[src/rtl/hub75_scan_ctrl.sv]
`default_nettype none
// hub75_scan_ctrl: HUB75 bit-plane shifter and BCM row/OE sequencer; the next plane shifts while the current one is displayed.
// Optional macro HUB75_GLOBAL_DIM_EN adds a brightness[7:0] input that shortens the OE-low part of each display window.
module hub75_scan_ctrl #(
   parameter int COLS     = 32,
   parameter int ROW_BITS = 3,
   parameter int BPC      = 4,
   parameter int BASE_OE  = 8
) (
   input  logic                                clk,
   input  logic                                reset,
   input  logic                                enable,
`ifdef HUB75_GLOBAL_DIM_EN
   input  logic [7:0]                          brightness,
`endif
   output logic                                pix_req,
   output logic [ROW_BITS-1:0]                 pix_row,
   output logic [$clog2(COLS)-1:0]             pix_col,
   output logic [((BPC > 1) ? $clog2(BPC) : 1)-1:0] pix_plane,
   input  logic [5:0]                          pix_rgb,
   output logic                                hub75_clk,
   output logic                                hub75_lat,
   output logic                                hub75_oe_,
   output logic [ROW_BITS-1:0]                 hub75_row,
   output logic                                hub75_r0,
   output logic                                hub75_g0,
   output logic                                hub75_b0,
   output logic                                hub75_r1,
   output logic                                hub75_g1,
   output logic                                hub75_b1,
   output logic                                frame_start
);

   localparam int COL_W = $clog2(COLS);
   localparam int PL_W  = (BPC > 1) ? $clog2(BPC) : 1;
   localparam int K_W   = COL_W + 2;
   localparam int CNT_W = $clog2(BASE_OE << (BPC - 1)) + 1;
   localparam logic [K_W-1:0]  K_LAST  = K_W'(2 * COLS);
   localparam logic [PL_W-1:0] PL_LAST = PL_W'(BPC - 1);

   typedef enum logic [1:0] {S_IDLE, S_SHIFT, S_DONE} sh_state_t;
   typedef enum logic [2:0] {IDLE, SHIFT_WAIT, BLANK, LATCH, DISPLAY} fr_state_t;

   sh_state_t           sh_state, sh_next;
   fr_state_t           fr_state, fr_next;
   logic [K_W-1:0]      k;
   logic [ROW_BITS-1:0] sp_row, nxt_row, start_row;
   logic [PL_W-1:0]     sp_plane, nxt_plane, start_plane, disp_plane;
   logic [CNT_W-1:0]    disp_cnt, on_cnt, win_len, on_len;
   logic                stop_req;
   logic                start_shift, abort_shift, consume_shift, advance, rewind;

   assign pix_req   = (sh_state == S_SHIFT) && !k[0] && (k != K_LAST);
   assign pix_col   = k[COL_W:1];
   assign pix_row   = sp_row;
   assign pix_plane = sp_plane;

   always_comb begin
      nxt_row   = sp_row;
      nxt_plane = sp_plane + PL_W'(1);
      if (sp_plane == PL_LAST) begin
         nxt_plane = '0;
         nxt_row   = sp_row + ROW_BITS'(1);
      end
      start_row   = advance ? nxt_row : sp_row;
      start_plane = advance ? nxt_plane : sp_plane;
   end

   assign win_len = CNT_W'(BASE_OE) << disp_plane;

`ifdef HUB75_GLOBAL_DIM_EN
   logic [7:0]       bright_q;
   logic [CNT_W+7:0] dim_prod;
   assign dim_prod = (CNT_W + 8)'(win_len) * (CNT_W + 8)'(bright_q);
   assign on_len   = dim_prod[CNT_W+7:8];
`else
   assign on_len   = win_len;
`endif

   // Frame sequencer: a window must fully expire before the next row/plane is latched.
   always_comb begin
      fr_next       = fr_state;
      start_shift   = 1'b0;
      abort_shift   = 1'b0;
      consume_shift = 1'b0;
      advance       = 1'b0;
      rewind        = 1'b0;
      case (fr_state)
         IDLE: begin
            if (enable) begin
               start_shift = 1'b1;
               fr_next     = SHIFT_WAIT;
            end
         end
         SHIFT_WAIT: begin
            if (disp_cnt == '0) begin
               if (stop_req || !enable) begin
                  abort_shift = 1'b1;
                  rewind      = 1'b1;
                  fr_next     = IDLE;
               end else if (sh_state == S_DONE) begin
                  fr_next = BLANK;
               end
            end
         end
         BLANK:   fr_next = LATCH;
         LATCH: begin
            consume_shift = 1'b1;
            fr_next       = DISPLAY;
         end
         DISPLAY: begin
            advance     = 1'b1;
            start_shift = enable;
            fr_next     = SHIFT_WAIT;
         end
         default: fr_next = IDLE;
      endcase
   end

   always_comb begin
      sh_next = sh_state;
      if (abort_shift) begin
         sh_next = S_IDLE;
      end else if (start_shift) begin
         sh_next = S_SHIFT;
      end else begin
         case (sh_state)
            S_SHIFT: if (k == K_LAST) sh_next = S_DONE;
            S_DONE:  if (consume_shift) sh_next = S_IDLE;
            default: sh_next = sh_state;
         endcase
      end
   end

   // Odd cycles capture fetched data, so the following even cycle presents it with a rising shift clock.
   always_ff @(posedge clk or posedge reset) begin
      if (reset) begin
         sh_state  <= S_IDLE;
         k         <= '0;
         hub75_clk <= 1'b0;
         {hub75_b1, hub75_g1, hub75_r1, hub75_b0, hub75_g0, hub75_r0} <= '0;
      end else begin
         sh_state  <= sh_next;
         hub75_clk <= (sh_state == S_SHIFT) && k[0] && !abort_shift;
         if (start_shift) begin
            k <= '0;
         end else if ((sh_state == S_SHIFT) && (k != K_LAST)) begin
            k <= k + K_W'(1);
         end
         if ((sh_state == S_SHIFT) && k[0]) begin
            {hub75_b1, hub75_g1, hub75_r1, hub75_b0, hub75_g0, hub75_r0} <= pix_rgb;
         end
      end
   end

   always_ff @(posedge clk or posedge reset) begin
      if (reset) begin
         fr_state    <= IDLE;
         sp_row      <= '0;
         sp_plane    <= '0;
         disp_plane  <= '0;
         hub75_row   <= '0;
         hub75_lat   <= 1'b0;
         hub75_oe_   <= 1'b1;
         disp_cnt    <= '0;
         on_cnt      <= '0;
         stop_req    <= 1'b0;
         frame_start <= 1'b0;
`ifdef HUB75_GLOBAL_DIM_EN
         bright_q    <= '0;
`endif
      end else begin
         fr_state    <= fr_next;
         hub75_lat   <= (fr_next == LATCH);
         frame_start <= start_shift && (start_row == '0) && (start_plane == '0);
         if (rewind) begin
            sp_row   <= '0;
            sp_plane <= '0;
         end else if (advance) begin
            sp_row   <= nxt_row;
            sp_plane <= nxt_plane;
         end
         if (fr_state == LATCH) begin
            hub75_row  <= sp_row;
            disp_plane <= sp_plane;
`ifdef HUB75_GLOBAL_DIM_EN
            bright_q   <= brightness;
`endif
         end
         if (fr_state == DISPLAY) begin
            disp_cnt  <= win_len;
            on_cnt    <= on_len;
            hub75_oe_ <= (on_len == '0);
            stop_req  <= !enable;
         end else begin
            if (disp_cnt != '0) disp_cnt <= disp_cnt - CNT_W'(1);
            if (on_cnt != '0)   on_cnt   <= on_cnt - CNT_W'(1);
            if (on_cnt <= CNT_W'(1)) hub75_oe_ <= 1'b1;
            if (rewind) stop_req <= 1'b0;
         end
      end
   end

endmodule
`default_nettype wire
[config.mk]
export PLATFORM = sky130hd
export DESIGN_NAME = hub75_scan_ctrl
export DESIGN_NICKNAME = d
export VERILOG_FILES = /design/src/rtl/hub75_scan_ctrl.sv
export SDC_FILE = /design/constraint.sdc
export NUM_CORES = 1
export LEC_CHECK = 0
export CAP_MARGIN = 20
export CORE_MARGIN = 2
export CORE_UTILIZATION = 46
export CTS_CLUSTER_DIAMETER = 40
export DETAILED_ROUTE_END_ITERATION = 10
export PLACE_DENSITY = 0.68
export RECOVER_POWER = 100
export SLEW_MARGIN = 20
export SYNTH_ARGS = -nofsm -noshare
export SYNTH_HDL_FRONTEND = slang
export SYNTH_SLANG_ARGS = --single-unit
[constraint.sdc]
create_clock -name clk -period 6.2 [get_ports clk]
set_input_delay 1.55 -clock clk [delete_from_list [all_inputs] [get_ports clk]]
set_output_delay 1.55 -clock clk [all_outputs]
set_load 0.05 [all_outputs]
==> out/metrics.cfg, run 1 <==
[die]
die_x_um=75.66
core.rowCount=26
initial_core_util=0.4685
ios=33
die_h_um=75.66
coreArea_sq_um=5042
die-area_sq_um=5724

[global_route]
grt_use_total=0.1714
grt_pass1_wl_um=7383
grt_max_degree=48
grt_pass1_vias=1629
antenna_found_initial=0
overflow=0

[worst_setup_path]
worstPathRequired_ns=4.65
cp.arrival_ns=2.69
worst_setup_path_end_kind=output port
start_kind=flop
crit_type=reg2out
path_max_fanout=6

[timing]
rsz0062_at_grt=false
setup_ws_ns=1.956
hold_viol=0
relSlewSlack=-0.3570
slew_violations=48
fmax_mhz=235.6
setup_viol=0
fin_crit_ns=4.244
fin_setup_tns_ns=0
fin_skew_ns=0.007250
min_period_over_period=0.6845
worst_pin_slew_ns=2.024

[clock_tree]
htree_levels=2
cts_resized=0
cts.sinks=47
cts_setup_buffers=0
clk_latency_ns=0.29
cts_hold_buffers=0
clockBufferDepth=2
clk_pin_slew_ns=0.08
cts-buffers-inserted=5
cts_root_buf=clkbuf_8
cts_tree=yes

[logic_synthesis]
syn_area_per_cell_sq_um=10.23
ys_seq_area_frac=0.4984
syn_inst=231
synth-edff-count=0
yosysWarnings=0
yosys_register_bits=47
syn-cell-area_sq_um=2362
syn_nets=250
synth_flop_cell=dfrtp_1
yosysUniqueCellTypes=44
synthArstFlopShare=1.000

[placed_design]
routabilityCongestion=0.7412
dpl.cell_count=322
place_ws_ns=2.479
place_hpwl_um=3058
port_buffers=32

[route]
drt_pass1_iterations=4
ant_nets=0
vias_per_cell=5.194
via_count=1714
drtIter0Drc=54
wl_per_cell_um=13.10
drc_errors=0
drt_wl_total_um=4322

[finish]
drive_above_1_share=0.08462
syn_to_final_growth_pct=17.53
instances_no_fill=330
fill_cells=466
final_common_cell=dfrtp_1
nNetsFinal=278
n_antenna_cell=0
layout_common_cells=46 x dfrtp_1, 31 x dlygate4sd3_1, 22 x nor2_1

[power_and_ir_drop]
max-vdd-ir-drop_uv=287.8
p_leak_nw=1.266
power_density_nw_per_um2=485.5

[run]
drv_cap=1

[worst_hold_path]
hold_class=reg2reg

[outcome]
outcome=complete, but fails checks
failed_checks=max-capacitance violations, max-slew violations

[cell type report]
type,instances,area (sq um),area share
Sequential cell,47,1177,0.4241
Multi-Input combinational cell,156,1026,0.3695
Timing Repair Buffer,34,327.8,0.1181
Clock buffer,8,100.1,0.03605
Tap cell,70,87.58,0.03155
Inverter,15,57.56,0.02073
[power breakdown]
part           leakage, nW  switching [W]  internal, W
Sequential           0.589       0.000103     0.000427
Clock               0.0515      0.0000958     0.000102
Combinational        0.625       0.000380     0.000240
Total                 1.27       0.000579     0.000769
[registers in the layout (all words and copies together), names as in the netlist, 3 cells and up]
signal and cells:
fr_state 3, hub75_row 3, k 7, pix_row 3, disp_cnt 7, on_cnt 7
[through the flow]
stage,power (W),util,hold slack [ns],cell area [sq um]
2_1_floorplan,0.001016,-,0.4748,2362
3_3_place_gp,0.001179,0.5367,0.4589,2706
3_5_place_dp,0.001190,0.5367,0.4723,2706
4_1_cts,0.001396,0.5566,0.4972,2806
5_1_grt,0.001456,0.5506,0.5196,2776
6_report,0.001348,0.5506,0.4912,2776
[synthesized netlist by cell type (2+ instances only)]
cell type | number | share of area
nor2b_1 | 2 | 0.0053
nand2_1 | 18 | 0.029
inv_1 | 15 | 0.024
o31ai_1 | 3 | 0.0095
or3b_2 | 2 | 0.0074
a21oi_1 | 14 | 0.030
clkbuf_1 | 4 | 0.0064
or4_1 | 2 | 0.0064
nand2b_1 | 4 | 0.011
nand4_1 | 2 | 0.0053
nand3b_1 | 6 | 0.019
buf_4 | 6 | 0.019
mux2_2 | 10 | 0.048
xor2_1 | 7 | 0.026
a31oi_1 | 2 | 0.0053
ha_1 | 10 | 0.053
nor3_1 | 8 | 0.017
dfrtp_1 | 46 | 0.49
a211oi_1 | 5 | 0.016
o21ai_0 | 9 | 0.019
or3_1 | 4 | 0.011
xnor2_1 | 5 | 0.019
nor3b_1 | 2 | 0.0064
nor2_1 | 22 | 0.035
nand3_1 | 4 | 0.0085
[metal layers]
layer,track usage,up-vias,share of wire
met5,0,-,0
met4,0.04873,0,0.0053
met3,0.06878,4,0.058
met2,0.2754,31,0.49
met1,0.2155,826,0.44
li1,-,853,-
[cells by family (layout without fill, tap and decap cells)]
group | count (synthesis) | in the layout | share of synthesized area
flip-flops | 47 | 47 | 0.4984
adder cells (fa/ha/maj) | 10 | 10 | 0.05297
buffers and inverters | 28 | 57 | 0.05932
multiplexers | 11 | 11 | 0.05191
AO/OA/AOI/OAI | 40 | 40 | 0.1028
AND/OR/NAND/NOR | 83 | 83 | 0.1901
XOR/XNOR | 12 | 12 | 0.04449
[worst max-delay path, stage by stage (launching register included)]
cell and delay [ns]:
dfrtp_1 0.43, or4_1 0.56, o21ai_0 0.59, nor2_1 0.10
clkdlybuf4s50_1 0.73
[path summary, 6_finish.rpt]
kind,startpoint,endpoint,slack (ns),cells past startpoint
max,k[2]$_DFFE_PP0P_,pix_req,1.96,4
min,hub75_row[2]$_DFFE_PP0N_,hub75_row[2]$_DFFE_PP0N_,0.49,2
max reg2reg,disp_cnt[2]$_DFFE_PP0P_,pix_row[0]$_DFF_PP0_,3.45,4
min reg2reg,hub75_row[2]$_DFFE_PP0N_,hub75_row[2]$_DFFE_PP0N_,0.49,2
max in group asynchronous,reset,sh_state[0]$_DFFE_PP0P_,3.05,2
min in group asynchronous,reset,on_cnt[1]$_DFFE_PP0P_,2.23,2
(Power assumes the default switching activity.)
==> inputs of run 2 (changes only) <==
Clock period 6.2 ns to 4.4 ns, I/O delays scaled along.
==> run 2 against run 1 <==
Compared with the run above: clock-buffer cell count decreased by 1; critical endpoint unchanged; worst setup slack got worse by 1.4 ns; wire length increased by 4.3%; die area unchanged; via count increased by 0.12%; critical path type unchanged; flip-flop and latch count unchanged; sequential share of layout area decreased by 0.057 points; critical path depth unchanged; core utilization increased by 0.074 points; the flow still finishes with violations (max-capacitance violations, max-slew violations); non-clock buffer count unchanged; largest power group unchanged; hold slack got worse by 0.012 ns.
==> out/metrics.cfg, run 2 (same netlist as run 1, synthesis figures left out) <==
[timing]
fin_crit_ns=3.813
relSlewSlack=-0.3837  ; -0.02673
min_period_over_period=0.8667
fin_setup_tns_ns=0  ; unchanged
rsz0062_at_grt=false
fin_skew_ns=0.005674  ; -0.001576 ns
hold_viol=0  ; unchanged
worst_pin_slew_ns=2.064  ; +0.03987 ns
slew_violations=48  ; unchanged
setup_viol=0  ; unchanged
setup_ws_ns=0.5865  ; -1.370 ns
fmax_mhz=262.2

[die]
die-area_sq_um=5724  ; unchanged
core.rowCount=26  ; unchanged
coreArea_sq_um=5042  ; unchanged
die_h_um=75.66  ; unchanged
die_x_um=75.66  ; unchanged
initial_core_util=0.4685  ; unchanged
ios=33  ; unchanged

[global_route]
antenna_found_initial=0  ; unchanged
busiest_layer=met2
grt_max_degree=48  ; unchanged
use_met3=0.05556  ; -0.01323
grt_pass1_wl_um=7507  ; +1.7%
met2_usage=0.2744  ; -0.0009662
grt_pass1_vias=1597  ; -2.0%
use_met1=0.2327  ; +0.01723
grt_use_total=0.1745  ; +0.003160
overflow=0  ; unchanged

[worst_hold_path]
hold_class=reg2reg
worstHoldStart=hub75_row[2]$_DFFE_PP0N_

[worst_setup_path]
start_kind=flop
crit_start=k[2]$_DFFE_PP0P_
path_max_fanout=6  ; unchanged
worst-r2r-setup-slack_ns=1.56  ; -1.89 ns
cp.arrival_ns=2.71  ; +0.02 ns
path_cells=or4_1 > o21ai_0 > nor2_1 > clkdlybuf4s50_1
worst_setup_path_end_kind=output port
crit_type=reg2out
cpMaxStageDelayCell=clkdlybuf4s50_1
crit_path_max_incr_delay_ns=0.73  ; about the same
r2r-start=disp_cnt[2]$_DFFE_PP0P_
worstPathRequired_ns=3.30  ; -1.35 ns

[power_and_ir_drop]
p_total_w=0.001912  ; +42%
power_density_nw_per_um2=687.8  ; +42%
p_leak_nw=1.265  ; about the same
max-vdd-ir-drop_uv=342.7  ; +19%

[finish]
instances_no_fill=330  ; unchanged
fill_cells=457  ; -1.9%
top_regs=disp_cnt: 7 flops, k: 7 flops, on_cnt: 7 flops
syn_to_final_growth_pct=17.69
multi_input_area_sq_um=1026  ; unchanged
final_common_cell=dfrtp_1
regArea_sq_um=1177  ; unchanged
layout_common_cells=46 x dfrtp_1, 31 x dlygate4sd3_1, 22 x nor2_1
nNetsFinal=278  ; unchanged
n_antenna_cell=0  ; unchanged
drive_above_1_share=0.08846  ; +0.003846

[clock_tree]
cts_hold_buffers=0  ; unchanged
clk_latency_ns=0.30  ; about the same
clockBufferDepth=2  ; unchanged
clk_pin_slew_ns=0.08  ; about the same
cts_root_buf=clkbuf_8
cts_setup_buffers=0  ; unchanged
cts.sinks=47  ; unchanged
htree_levels=2  ; unchanged
cts_tree=yes
cts-buffers-inserted=5  ; unchanged
cts_resized=0  ; unchanged

[outcome]
failed_checks=max-capacitance violations, max-slew violations
outcome=complete, but fails checks

[placed_design]
port_buffers=32  ; unchanged
place_hpwl_um=3131  ; +2.4%
dpl.cell_count=322  ; unchanged
routabilityCongestion=0.7715  ; +4.1%
place_ws_ns=1.130  ; -1.349 ns

[route]
drc_errors=0  ; unchanged
drtIter0Drc=60  ; +11%
wl_per_cell_um=13.66  ; +4.3%
ant_nets=0  ; unchanged
via_count=1716  ; +0.12%
drt_pass1_iterations=4  ; unchanged
vias_per_cell=5.200  ; +0.12%
drt_wl_total_um=4509  ; +4.3%

[run]
drv_cap=1  ; unchanged

[run 2: cell types whose count changed in the layout (fill, tap and decap cells not counted), sizes merged]
cell	change
clkbuf	-1
clkinvlp	+1
[run 2: critical path, delay by kind of cell (launching register included)]
kind            cells  cell delay, ns
buf+inv             1            0.73
simple gates        2            0.64
compound gates      1            0.61
flops               1            0.43
[run 2: power breakdown]
group | internal [W] | leakage (nW) | total, W | switching [W]
Clock | 0.000143 | 0.0505 | 0.000286 | 0.000143
Sequential | 0.000601 | 0.589 | 0.000749 | 0.000148
Combinational | 0.000339 | 0.625 | 0.000877 | 0.000539
[run 2: metal layers]
layer,wire length (um),vias up
met5,0,-
met4,48,0
met3,217,6
met2,2112,36
met1,2131,828
li1,-,846
[run 2: metrics by stage]
stage / util / hold slack, ns / instance area [sq um]
floorplan: - / 0.4748 / 2362
global placement: 0.5367 / 0.4593 / 2706
detailed placement: 0.5367 / 0.4659 / 2706
CTS: 0.5573 / 0.4846 / 2810
global route: 0.5514 / 0.5184 / 2780
finish: 0.5514 / 0.4797 / 2780
[run 2: path summary, 6_finish.rpt]
path / depth (start not counted) / endpoint
worst min register to register: 2 / hub75_row[2]$_DFFE_PP0N_
min in group asynchronous: 2 / hub75_r1$_DFFE_PP0P_
worst min-delay path: 2 / hub75_row[2]$_DFFE_PP0N_
worst max-delay path: 4 / pix_req
worst max register to register: 4 / pix_plane[0]$_DFF_PP0_
max in group asynchronous: 2 / disp_cnt[1]$_DFFE_PP0P_
[run 2: layout make-up]
type | instances | area share
Sequential cell | 47 | 0.4235
Clock buffer | 7 | 0.03465
Clock inverter | 1 | 0.002700
Timing Repair Buffer | 34 | 0.1179
Inverter | 15 | 0.02070
Tap cell | 70 | 0.03150
Multi-Input combinational cell | 156 | 0.3690
==> inputs of run 3 (changes only) <==
Settings changed: ABC_CLOCK_PERIOD_IN_PS set to 4400, GPL_TIMING_DRIVEN set to 0.
==> run 3 against run 2 <==
Compared with the run above: the run now ends clean; via count is 2.6% higher; non-clock buffer count is 12 higher; first-iteration DRC count is 58% higher; flip-flop and latch count stayed put; wire length is 1.6% higher; combinational power is 3.0% higher.
==> out/metrics.cfg, run 3 (same netlist as run 1, synthesis figures left out) <==
[outcome]
outcome=completed

[worst_setup_path]
start_kind=flop
crit_path_max_incr_delay_ns=0.73  ; about the same
cp.depth=4  ; unchanged
cp.arrival_ns=2.76  ; +0.05 ns
reg2reg_depth=5  ; +1
cpMaxStageDelayCell=clkdlybuf4s50_1
r2r-start=disp_cnt[2]$_DFFE_PP0P_
path_max_fanout=6  ; unchanged
worst_setup_path_end_kind=output port
path_cells=or4_1 > o21ai_0 > nor2_1 > clkdlybuf4s50_1
crit_start=k[2]$_DFFE_PP0P_
cp.buffers_inverters=1  ; unchanged
critical-path-top-delay-family=buffers and inverters
worstPathRequired_ns=3.30  ; about the same
crit_type=reg2out

[clock_tree]
cts_root_buf=clkbuf_8
cts-buffers-inserted=5  ; unchanged
cts_tree=yes
cts.sinks=47  ; unchanged
cts_resized=0  ; unchanged
clockBufferDepth=2  ; unchanged
htree_levels=2  ; unchanged
cts_hold_buffers=0  ; unchanged
clk_latency_ns=0.30  ; about the same
cts_setup_buffers=0  ; unchanged
clk_pin_slew_ns=0.09  ; about the same

[die]
die-area_sq_um=5724  ; unchanged
core.rowCount=26  ; unchanged
coreArea_sq_um=5042  ; unchanged
die_h_um=75.66  ; unchanged
initial_core_util=0.4685  ; unchanged
ios=33  ; unchanged
die_x_um=75.66  ; unchanged

[route]
drtIter0Drc=95  ; +58%
wl_per_cell_um=13.39  ; -2.0%
drt_wl_total_um=4580  ; +1.6%
vias_per_cell=5.149  ; -0.98%
via_count=1761  ; +2.6%
ant_nets=0  ; unchanged
drc_errors=0  ; unchanged
drt_pass1_iterations=4  ; unchanged

[global_route]
grt_pass1_vias=1685  ; +5.5%
overflow=0  ; unchanged
antenna_found_initial=0  ; unchanged
grt_pass1_wl_um=7534  ; +0.36%
grt_use_total=0.1720  ; -0.002570
grt_max_degree=27  ; -44%

[worst_hold_path]
min_delay_path_depth=2  ; unchanged
hold_class=reg2reg
worstHoldStart=hub75_row[2]$_DFFE_PP0N_

[timing]
slew_violations=0  ; -100%
fmax_mhz=259.0  ; -1.2%
rsz0062_at_grt=false
relSlewSlack=0.07086  ; +0.4546
worst_pin_slew_ns=1.394  ; -0.6706 ns
fin_skew_ns=0.005014  ; -0.0006602 ns
setup_viol=0  ; unchanged
fin_setup_tns_ns=0  ; unchanged
min_period_over_period=0.8775  ; +0.01076
setup_ws_ns=0.5392  ; -0.04734 ns
fin_crit_ns=3.861  ; +0.04734 ns
hold_viol=0  ; unchanged

[finish]
multi_input_area_sq_um=1026  ; unchanged
drive_above_1_share=0.1066  ; +0.01816
n_antenna_cell=0  ; unchanged
top_regs=disp_cnt: 7 flops, k: 7 flops, on_cnt: 7 flops
instances_no_fill=342  ; +3.6%
regArea_sq_um=1177  ; unchanged
fill_cells=436  ; -4.6%
final_common_cell=dfrtp_1
nNetsFinal=290  ; +4.3%
layout_common_cells=46 x dfrtp_1, 31 x dlygate4sd3_1, 22 x nor2_1
syn_to_final_growth_pct=21.45

[placed_design]
routabilityCongestion=0.7922  ; +2.7%
dpl.cell_count=334  ; +3.7%
place_ws_ns=1.126  ; -0.003890 ns
port_buffers=32  ; unchanged
place_hpwl_um=3244  ; +3.6%

[power_and_ir_drop]
p_leak_nw=1.326  ; +4.8%
power_density_nw_per_um2=692.1  ; +0.63%
max-vdd-ir-drop_uv=394.6  ; +15%
p_total_w=0.001986  ; +3.8%

[run]
drv_cap=0  ; -1

==> run 3: cell count changes in the layout (fill, tap and decap cells not counted), sizes merged <==
cell | before | now
inv | 14 | 16
clkbuf | 9 | 13
clkinvlp | 2 | 0
buf | 0 | 7
bufinv | 0 | 1
==> run 3: worst paths after layout <==
check | endpoint | slack (ns)
setup / recovery | pix_req | 0.54
max in group asynchronous | fr_state[1]$_DFF_PP0_ | 1.27
setup reg to reg | sh_state[0]$_DFFE_PP0P_ | 1.59
hold reg to reg | hub75_row[2]$_DFFE_PP0N_ | 0.48
hold / removal | hub75_row[2]$_DFFE_PP0N_ | 0.48
min in group asynchronous | on_cnt[1]$_DFFE_PP0P_ | 1.38
==> run 3: layout make-up <==
cell class,count,share of cell area
Sequential cell,47,0.4104
Multi-Input combinational cell,156,0.3576
Timing Repair Buffer,33,0.1130
Tap cell,70,0.03053
Clock buffer,6,0.02878
Buffer,13,0.02660
Inverter,15,0.01962
Clock inverter,2,0.01352
==> run 3: metrics by stage <==
stage	utilization	instance area, sq um	hold WS [ns]
2_1_floorplan	-	2362	0.4748
3_3_place_gp	0.5494	2770	0.4617
3_5_place_dp	0.5534	2790	0.4649
4_1_cts	0.5774	2912	0.4863
5_1_grt	0.5690	2869	0.5248
6_report	0.5690	2869	0.4782
==> run 3: where the power goes <==
part	internal (W)	switching [W]
registers	0.000601	0.000146
clock network	0.000187	0.000149
logic	0.000355	0.000548
==> run 3: tightest hold or removal path, delay by kind of cell (launching register included) <==
family / cells / cell delay (ns)
and+or+nand+nor: 2 / 0.11
DFF: 1 / 0.35
==> run 3: routing by layer <==
layer	GRT usage	up-vias	routed length, um
li1	-	869	-
met2	0.2696	31	2066
met4	0.05263	0	74
met5	0	-	0
met1	0.2313	852	2239
met3	0.05159	9	200
